<file path="src/rtl/mips_pkg.sv">
// Shared MIPS definitions: ALU function codes, opcode/funct encodings and the
// decoded control bundle used by the ID/EX stage and the ALU.
package mips_pkg;

  localparam int DWIDTH = 32;
  localparam int AWIDTH = 5;

  typedef enum logic [3:0] {
    ALU_ADD = 4'd0,
    ALU_SUB = 4'd1,
    ALU_AND = 4'd2,
    ALU_OR  = 4'd3,
    ALU_SLT = 4'd4
  } alu_op_e;

  localparam logic [5:0] OP_RTYPE = 6'h00;
  localparam logic [5:0] OP_BEQ   = 6'h04;
  localparam logic [5:0] OP_ADDI  = 6'h08;
  localparam logic [5:0] OP_ANDI  = 6'h0C;
  localparam logic [5:0] OP_ORI   = 6'h0D;
  localparam logic [5:0] OP_LW    = 6'h23;
  localparam logic [5:0] OP_SW    = 6'h2B;

  localparam logic [5:0] FN_ADD = 6'h20;
  localparam logic [5:0] FN_SUB = 6'h22;
  localparam logic [5:0] FN_AND = 6'h24;
  localparam logic [5:0] FN_OR  = 6'h25;
  localparam logic [5:0] FN_SLT = 6'h2A;

  typedef enum logic [1:0] {
    IMM_NONE = 2'd0,
    IMM_SEXT = 2'd1,
    IMM_ZEXT = 2'd2
  } imm_sel_e;

  typedef struct packed {
    logic     legal;
    alu_op_e  alu_op;
    imm_sel_e imm_sel;
    logic     dest_rt;
    logic     reads_rt;
    logic     reg_write;
    logic     mem_read;
    logic     mem_write;
  } ctrl_t;

endpackage

</file>
<file path="src/rtl/forward_unit.sv">
// Operand forwarding for one ALU source: EX/MEM result beats MEM/WB result,
// otherwise the register-file value; register 0 is never forwarded.
module forward_unit #(
  parameter int DWIDTH = 32,
  parameter int AWIDTH = 5
) (
  input  logic [AWIDTH-1:0] addr,
  input  logic [DWIDTH-1:0] reg_data,
  input  logic              exmem_wr,
  input  logic [AWIDTH-1:0] exmem_rd,
  input  logic [DWIDTH-1:0] exmem_value,
  input  logic              memwb_wr,
  input  logic [AWIDTH-1:0] memwb_rd,
  input  logic [DWIDTH-1:0] memwb_value,
  output logic [DWIDTH-1:0] data
);

  always_comb begin
    data = reg_data;
    if (addr != '0) begin
      if (exmem_wr && (exmem_rd == addr)) begin
        data = exmem_value;
      end else if (memwb_wr && (memwb_rd == addr)) begin
        data = memwb_value;
      end
    end
  end

endmodule

</file>
<file path="src/rtl/id_ex_stage.sv">
// ID/EX pipeline register: decodes opcode/funct into ALU control, registers
// operands, forwards late results and stalls on load-use hazards.
module id_ex_stage
  import mips_pkg::*;
#(
  parameter int DWIDTH = 32,
  parameter int AWIDTH = 5
) (
  input  logic              de_clk,
  input  logic              de_rst,
  input  logic              de_i_valid,
  output logic              de_o_ready,
  input  logic [5:0]        de_i_opcode,
  input  logic [5:0]        de_i_funct,
  input  logic [AWIDTH-1:0] de_i_rs_addr,
  input  logic [AWIDTH-1:0] de_i_rt_addr,
  input  logic [AWIDTH-1:0] de_i_rd_addr,
  input  logic [DWIDTH-1:0] de_i_data_rs,
  input  logic [DWIDTH-1:0] de_i_data_rt,
  input  logic [15:0]       de_i_imm,
  input  logic              de_i_flush,
  input  logic              de_i_hold,
  input  logic              de_i_exmem_wr,
  input  logic [AWIDTH-1:0] de_i_exmem_rd,
  input  logic [DWIDTH-1:0] de_i_exmem_value,
  input  logic              de_i_memwb_wr,
  input  logic [AWIDTH-1:0] de_i_memwb_rd,
  input  logic [DWIDTH-1:0] de_i_memwb_value,
  output logic              de_o_valid,
  output logic [DWIDTH-1:0] de_o_data_rs,
  output logic [DWIDTH-1:0] de_o_data_rt,
  output logic [3:0]        de_o_funct,
  output logic [DWIDTH-1:0] de_o_store_data,
  output logic [AWIDTH-1:0] de_o_wr_addr,
  output logic              de_o_reg_write,
  output logic              de_o_mem_read,
  output logic              de_o_mem_write,
  output logic              de_o_illegal
);

  typedef struct packed {
    logic              valid;
    logic [3:0]        funct;
    logic [AWIDTH-1:0] rs_addr;
    logic [AWIDTH-1:0] rt_addr;
    logic [DWIDTH-1:0] data_rs;
    logic [DWIDTH-1:0] data_rt;
    logic [DWIDTH-1:0] imm_ext;
    logic              use_imm;
    logic [AWIDTH-1:0] wr_addr;
    logic              reg_write;
    logic              mem_read;
    logic              mem_write;
    logic              illegal;
  } stage_t;

  function automatic ctrl_t decode(input logic [5:0] op, input logic [5:0] fn);
    ctrl_t c;
    c = '0;
    c.alu_op  = ALU_ADD;
    c.imm_sel = IMM_NONE;
    case (op)
      OP_RTYPE: begin
        c.legal     = 1'b1;
        c.reads_rt  = 1'b1;
        c.reg_write = 1'b1;
        case (fn)
          FN_ADD:  c.alu_op = ALU_ADD;
          FN_SUB:  c.alu_op = ALU_SUB;
          FN_AND:  c.alu_op = ALU_AND;
          FN_OR:   c.alu_op = ALU_OR;
          FN_SLT:  c.alu_op = ALU_SLT;
          default: c = '0;
        endcase
      end
      OP_ADDI: begin
        c.legal = 1'b1; c.imm_sel = IMM_SEXT; c.dest_rt = 1'b1; c.reg_write = 1'b1;
      end
      OP_ANDI: begin
        c.legal = 1'b1; c.alu_op = ALU_AND; c.imm_sel = IMM_ZEXT;
        c.dest_rt = 1'b1; c.reg_write = 1'b1;
      end
      OP_ORI: begin
        c.legal = 1'b1; c.alu_op = ALU_OR; c.imm_sel = IMM_ZEXT;
        c.dest_rt = 1'b1; c.reg_write = 1'b1;
      end
      OP_LW: begin
        c.legal = 1'b1; c.imm_sel = IMM_SEXT; c.dest_rt = 1'b1;
        c.reg_write = 1'b1; c.mem_read = 1'b1;
      end
      OP_SW: begin
        c.legal = 1'b1; c.imm_sel = IMM_SEXT; c.reads_rt = 1'b1; c.mem_write = 1'b1;
      end
      OP_BEQ: begin
        c.legal = 1'b1; c.alu_op = ALU_SUB; c.reads_rt = 1'b1;
      end
      default: c = '0;
    endcase
    return c;
  endfunction

  stage_t stage_q;
  stage_t stage_d;
  ctrl_t  dec;
  logic   load_use;
  logic [DWIDTH-1:0] fwd_rs;
  logic [DWIDTH-1:0] fwd_rt;

  assign dec = decode(de_i_opcode, de_i_funct);

  // Only a live load can create the hazard; it writes the rt field as destination.
  assign load_use = stage_q.valid && stage_q.mem_read && (stage_q.wr_addr != '0) &&
                    de_i_valid &&
                    ((de_i_rs_addr == stage_q.wr_addr) ||
                     (dec.reads_rt && (de_i_rt_addr == stage_q.wr_addr)));

  assign de_o_ready = !de_i_hold && !load_use;

  always_comb begin
    stage_d = '0;
    if (de_i_flush) begin
      stage_d = '0;
    end else if (de_i_hold) begin
      stage_d         = stage_q;
      stage_d.illegal = 1'b0;
    end else if (!load_use && de_i_valid) begin
      if (dec.legal) begin
        stage_d.valid     = 1'b1;
        stage_d.funct     = dec.alu_op;
        stage_d.rs_addr   = de_i_rs_addr;
        stage_d.rt_addr   = de_i_rt_addr;
        stage_d.data_rs   = de_i_data_rs;
        stage_d.data_rt   = de_i_data_rt;
        stage_d.use_imm   = (dec.imm_sel != IMM_NONE);
        stage_d.imm_ext   = (dec.imm_sel == IMM_SEXT) ?
                            {{(DWIDTH-16){de_i_imm[15]}}, de_i_imm} :
                            {{(DWIDTH-16){1'b0}}, de_i_imm};
        stage_d.wr_addr   = !dec.reg_write ? '0 :
                            (dec.dest_rt ? de_i_rt_addr : de_i_rd_addr);
        stage_d.reg_write = dec.reg_write;
        stage_d.mem_read  = dec.mem_read;
        stage_d.mem_write = dec.mem_write;
      end else begin
        stage_d.illegal = 1'b1;
      end
    end
  end

  always_ff @(posedge de_clk) begin
    if (!de_rst) begin
      stage_q <= '0;
    end else begin
      stage_q <= stage_d;
    end
  end

  forward_unit #(.DWIDTH(DWIDTH), .AWIDTH(AWIDTH)) u_fwd_rs (
    .addr        (stage_q.rs_addr),
    .reg_data    (stage_q.data_rs),
    .exmem_wr    (de_i_exmem_wr),
    .exmem_rd    (de_i_exmem_rd),
    .exmem_value (de_i_exmem_value),
    .memwb_wr    (de_i_memwb_wr),
    .memwb_rd    (de_i_memwb_rd),
    .memwb_value (de_i_memwb_value),
    .data        (fwd_rs)
  );

  forward_unit #(.DWIDTH(DWIDTH), .AWIDTH(AWIDTH)) u_fwd_rt (
    .addr        (stage_q.rt_addr),
    .reg_data    (stage_q.data_rt),
    .exmem_wr    (de_i_exmem_wr),
    .exmem_rd    (de_i_exmem_rd),
    .exmem_value (de_i_exmem_value),
    .memwb_wr    (de_i_memwb_wr),
    .memwb_rd    (de_i_memwb_rd),
    .memwb_value (de_i_memwb_value),
    .data        (fwd_rt)
  );

  assign de_o_valid      = stage_q.valid;
  assign de_o_data_rs    = fwd_rs;
  assign de_o_data_rt    = stage_q.use_imm ? stage_q.imm_ext : fwd_rt;
  assign de_o_store_data = fwd_rt;
  assign de_o_funct      = stage_q.funct;
  assign de_o_wr_addr    = stage_q.wr_addr;
  assign de_o_reg_write  = stage_q.reg_write;
  assign de_o_mem_read   = stage_q.mem_read;
  assign de_o_mem_write  = stage_q.mem_write;
  assign de_o_illegal    = stage_q.illegal;

endmodule

</file>
<file path="config.mk">
export PLATFORM = sky130hd
export DESIGN_NAME = id_ex_stage
export DESIGN_NICKNAME = d
export VERILOG_FILES = /design/src/rtl/mips_pkg.sv /design/src/rtl/forward_unit.sv /design/src/rtl/id_ex_stage.sv
export SDC_FILE = /design/constraint.sdc
export NUM_CORES = 1
export LEC_CHECK = 0
export BUFFER_PORTS_ARGS = -buffer_cell sky130_fd_sc_hd__buf_2
export CORE_ASPECT_RATIO = 0.5
export CORE_UTILIZATION = 49
export DETAILED_ROUTE_END_ITERATION = 12
export PLACE_DENSITY = 0.87
export SLEW_MARGIN = 15
export SYNTH_ARGS = -nofsm -noshare
export SYNTH_HDL_FRONTEND = slang
export SYNTH_SLANG_ARGS = --single-unit
</file>
<file path="constraint.sdc">
create_clock -name de_clk -period 4.42 [get_ports de_clk]
set_clock_uncertainty 0.05 [all_clocks]
set_input_delay 0.884 -clock de_clk [delete_from_list [all_inputs] [get_ports de_clk]]
set_output_delay 0.884 -clock de_clk [all_outputs]
set_load 0.02 [all_outputs]
</file>
==> metrics.csv <==
stage;metric;value;unit
synthesis;count leader, synth;dfxtp_1;
global_routing;met2 Usage GRT;0.535;
sta;endpoints failing setup;0;
clock_tree;htree depth;3;
global_routing;GR Overflow Total;0;
sta;Worst-Margin Slew;1.17;ns
critical_path;most frequent CP cell;buf_2;
die;# rows;26;
detailed_routing;drt first pass iters;5;
detailed_routing;post-route ant nets;0;
critical_path;Crit Path Max Fanout;18;
critical_path;worst path required time;3.49;ns
sta;final number of max-transition violations;0;
cells_and_area;Final nets;1037;
clock_tree;cts hold-fix bufs;0;
clock_tree;clock sink total;105;
synthesis;Post-synth EDFFs;0;
synthesis;post-synth top area cell;dfxtp_1;
sta;final hold vios;0;
synthesis;Synth Area in Compound Gates;0.379;
synthesis;post-synthesis sequential area ratio;0.383;
global_routing;initial antenna violation count;1;
synthesis;Mean Syn Cell Area;9.32;µm²
global_routing;met1 GRT Util;0.384;
die;die area;0.0117;mm²
detailed_routing;# DRC;0;
synthesis;most instantiated cells after synthesis;dfxtp_1, a22o_1, nor2_1;
cells_and_area;share of cells above drive strength 1;0.411;
pwr;maximum VDD drop;0.220;mV
placed_design;HPWL after DPL;14300;µm
sta;Slew headroom;0.218;
synthesis;mux cell area share after synthesis;0.0346;
global_routing;met3 Use GR;0.0756;
detailed_routing;DRC violation total after the first TritonRoute iteration;550;
clock_tree;worst skew pair latency;0.34;ns
critical_path;Worst path slowest cell;or2_1;
detailed_routing;WL/cell;19.0;µm
global_routing;vias in the first global route;5611;
synthesis;Cell Area, Synth;0.00549;mm²
die;Core Footprint;0.0105;mm²
clock_tree;post-CTS setup buffer count;0;
clock_tree;CTS resizes;0;
clock_tree;CTS Buf Count;9;
synthesis;Post-Synth Adder-Cell Area;0;
clock_tree;CTS tree;done;
synthesis;Synth Area in Simple Gates;0.0896;
synthesis;Post-Synthesis Cells;589;
worst_hold_path;path type of the worst min-delay path;reg2reg;
critical_path;Max stage delay on crit path;0.65;ns
clock_tree;Root Buffer;clkbuf_16;
sta;setup TNS;0;ns
die;Chip Height;76.8;µm
detailed_routing;Routed WL;18900;µm
critical_path;cell chain of the critical path;buf_2 > xnor2_1 > nand4_1 > or2_1 > a21o_1 > o2bb2ai_1 > o21a_1 > buf_2;
clock_tree;buffer depth of the longest clock path;2;
synthesis;Top FF cell, synth;dfxtp_1;
synthesis;Synth Area in XOR/XNOR;0.0495;
placed_design;port buffer count;297;
global_routing;total track usage;0.315;
detailed_routing;Avg Vias per Cell;5.96;
die;Die X;152;µm
synthesis;Yosys cell types;47;
placed_design;routability cong.;0.906;
critical_path;Arrival @ worst endpoint;3.06;ns
clock_tree;Worst-path clk slew;0.07;ns
synthesis;Async S/R FF share, synth;0;
sta;Max Freq;0.250;GHz
synthesis;YS warnings;0;
flow_run;Max Cap Viol;0;
synthesis;post-synthesis register bit count;105;
synthesis;top post-synthesis cells by area;dfxtp_1, a22o_1, o22a_1;
critical_path;Setup crit start kind;input pin;
global_routing;global-route wire length before repair;28700;µm
critical_path;number of buffers and inverters on the critical path;2;
synthesis;Mapped Nets;777;
die;Ports;299;
sta;min Tclk post-route;4.00;ns
global_routing;pin count of the biggest net entering global routing;105;
sta;fin crit share;0.904;
die;Initial Util;0.521;
detailed_routing;vias after detailed routing;5929;
global_routing;grt peak-use layer;met2;
critical_path;Critical Path Sink Type;output port;
critical_path;delay-heaviest family, CP;compound AO/OA/AOI/OAI gates;
synthesis;top-area cell type share of the netlist area;0.383;
outcome;status;completed;
pwr;leakage power;3.37;nW
critical_path;WS Path Type;in2out;
pwr;Power Total;2.01;mW
pwr;PD cells;279;mW/mm²
sta;RSZ-0062 raised after global routing;no;
synthesis;largest family of logic cells by synthesized area;compound AO/OA/AOI/OAI gates;
cells_and_area;# diodes;0;
cells_and_area;P&R area growth vs syn;31.3;%
[path summary, 6_finish.rpt]
path | slack, ns | start | to | depth (start not counted)
worst max-delay path | 0.42 | de_i_exmem_rd[2] | de_o_data_rt[28] | 8
worst min-delay path | 0.39 | de_o_funct[2] | de_o_funct[2] | 2
worst max register to register | 1.75 | de_o_wr_addr[1] | stage_q[61] | 6
worst min register to register | 0.39 | de_o_funct[2] | de_o_funct[2] | 2
[cells in the final DEF (no fill, tap or decap), types with 4 or more instances in the layout]
cell and n:
mux2_2 16, xnor2_1 15, nor2b_1 5, o21ai_0 4, o22a_1 32, buf_4 11
a22oi_1 21, nor3_1 5, o2bb2ai_1 16, nand2_1 19, buf_2 297, dfxtp_1 105
clkbuf_16 9, nand2b_1 6, nand3_1 5, xor2_1 16, o21a_1 16, a21oi_1 35
a22o_1 92, o21ai_1 9, nor2_1 45, nand4_1 4, o22ai_1 32
[report_power, final]
group | switching (mW) | internal [mW] | total (mW)
combinational | 0.116 | 0.101 | 0.217
clock | 0.385 | 0.451 | 0.836
sequential | 0.00485 | 0.952 | 0.956
[state kept, by name (all words and copies together), names as in the netlist]
name / cells
stage_q: 92
de_o_valid: 1
de_o_illegal: 1
de_o_reg_write: 1
de_o_wr_addr: 5
de_o_mem_read: 1
de_o_mem_write: 1
de_o_funct: 3
[metal layers]
layer / vias up / share of wire
li1: 2779 / -
met1: 2791 / 0.41
met2: 304 / 0.48
met3: 55 / 0.078
met4: 0 / 0.027
met5: - / 0
[worst reg2reg max path, cell delays in order (launching register included)]
cell and delay (ns):
dfxtp_1 0.38, or4_1 0.54, o2111ai_2 0.24, nand2_2 0.12, a21oi_4 0.50, buf_4 0.53, a22o_1 0.25
[per-stage QoR]
| stage | util | hold slack, ns | std cells | worst slack [ns] | instance area [µm²] |
|---|---|---|---|---|---|
| after global routing | 0.684 | 0.426 | 994 | 0.288 | 7210 |
| final | 0.684 | 0.392 | 994 | 0.424 | 7210 |
| after floorplan | - | 0.366 | 589 | 0.873 | 5490 |
| after detailed placement | 0.654 | 0.386 | 978 | 0.501 | 6900 |
| after CTS | 0.684 | 0.397 | 994 | 0.497 | 7210 |
| after global placement | 0.654 | 0.384 | 978 | 0.554 | 6900 |
[cell families after synthesis]
group,after synthesis
multiplexers,17
AO/OA/AOI/OAI,270
XOR/XNOR,31
AND/OR/NAND/NOR,104
buffers and inverters,61
other,1
flip-flops,105
[final cells by class]
type	count	area, µm²
Inverter	2	7.51
Fill cell	896	3330
Sequential cell	105	2100
Clock buffer	9	225
Tap cell	140	175
Timing Repair Buffer	308	1570
Clock inverter	7	85.1
Multi-Input combinational cell	423	3040
Power figures use the tool's default switching activity.
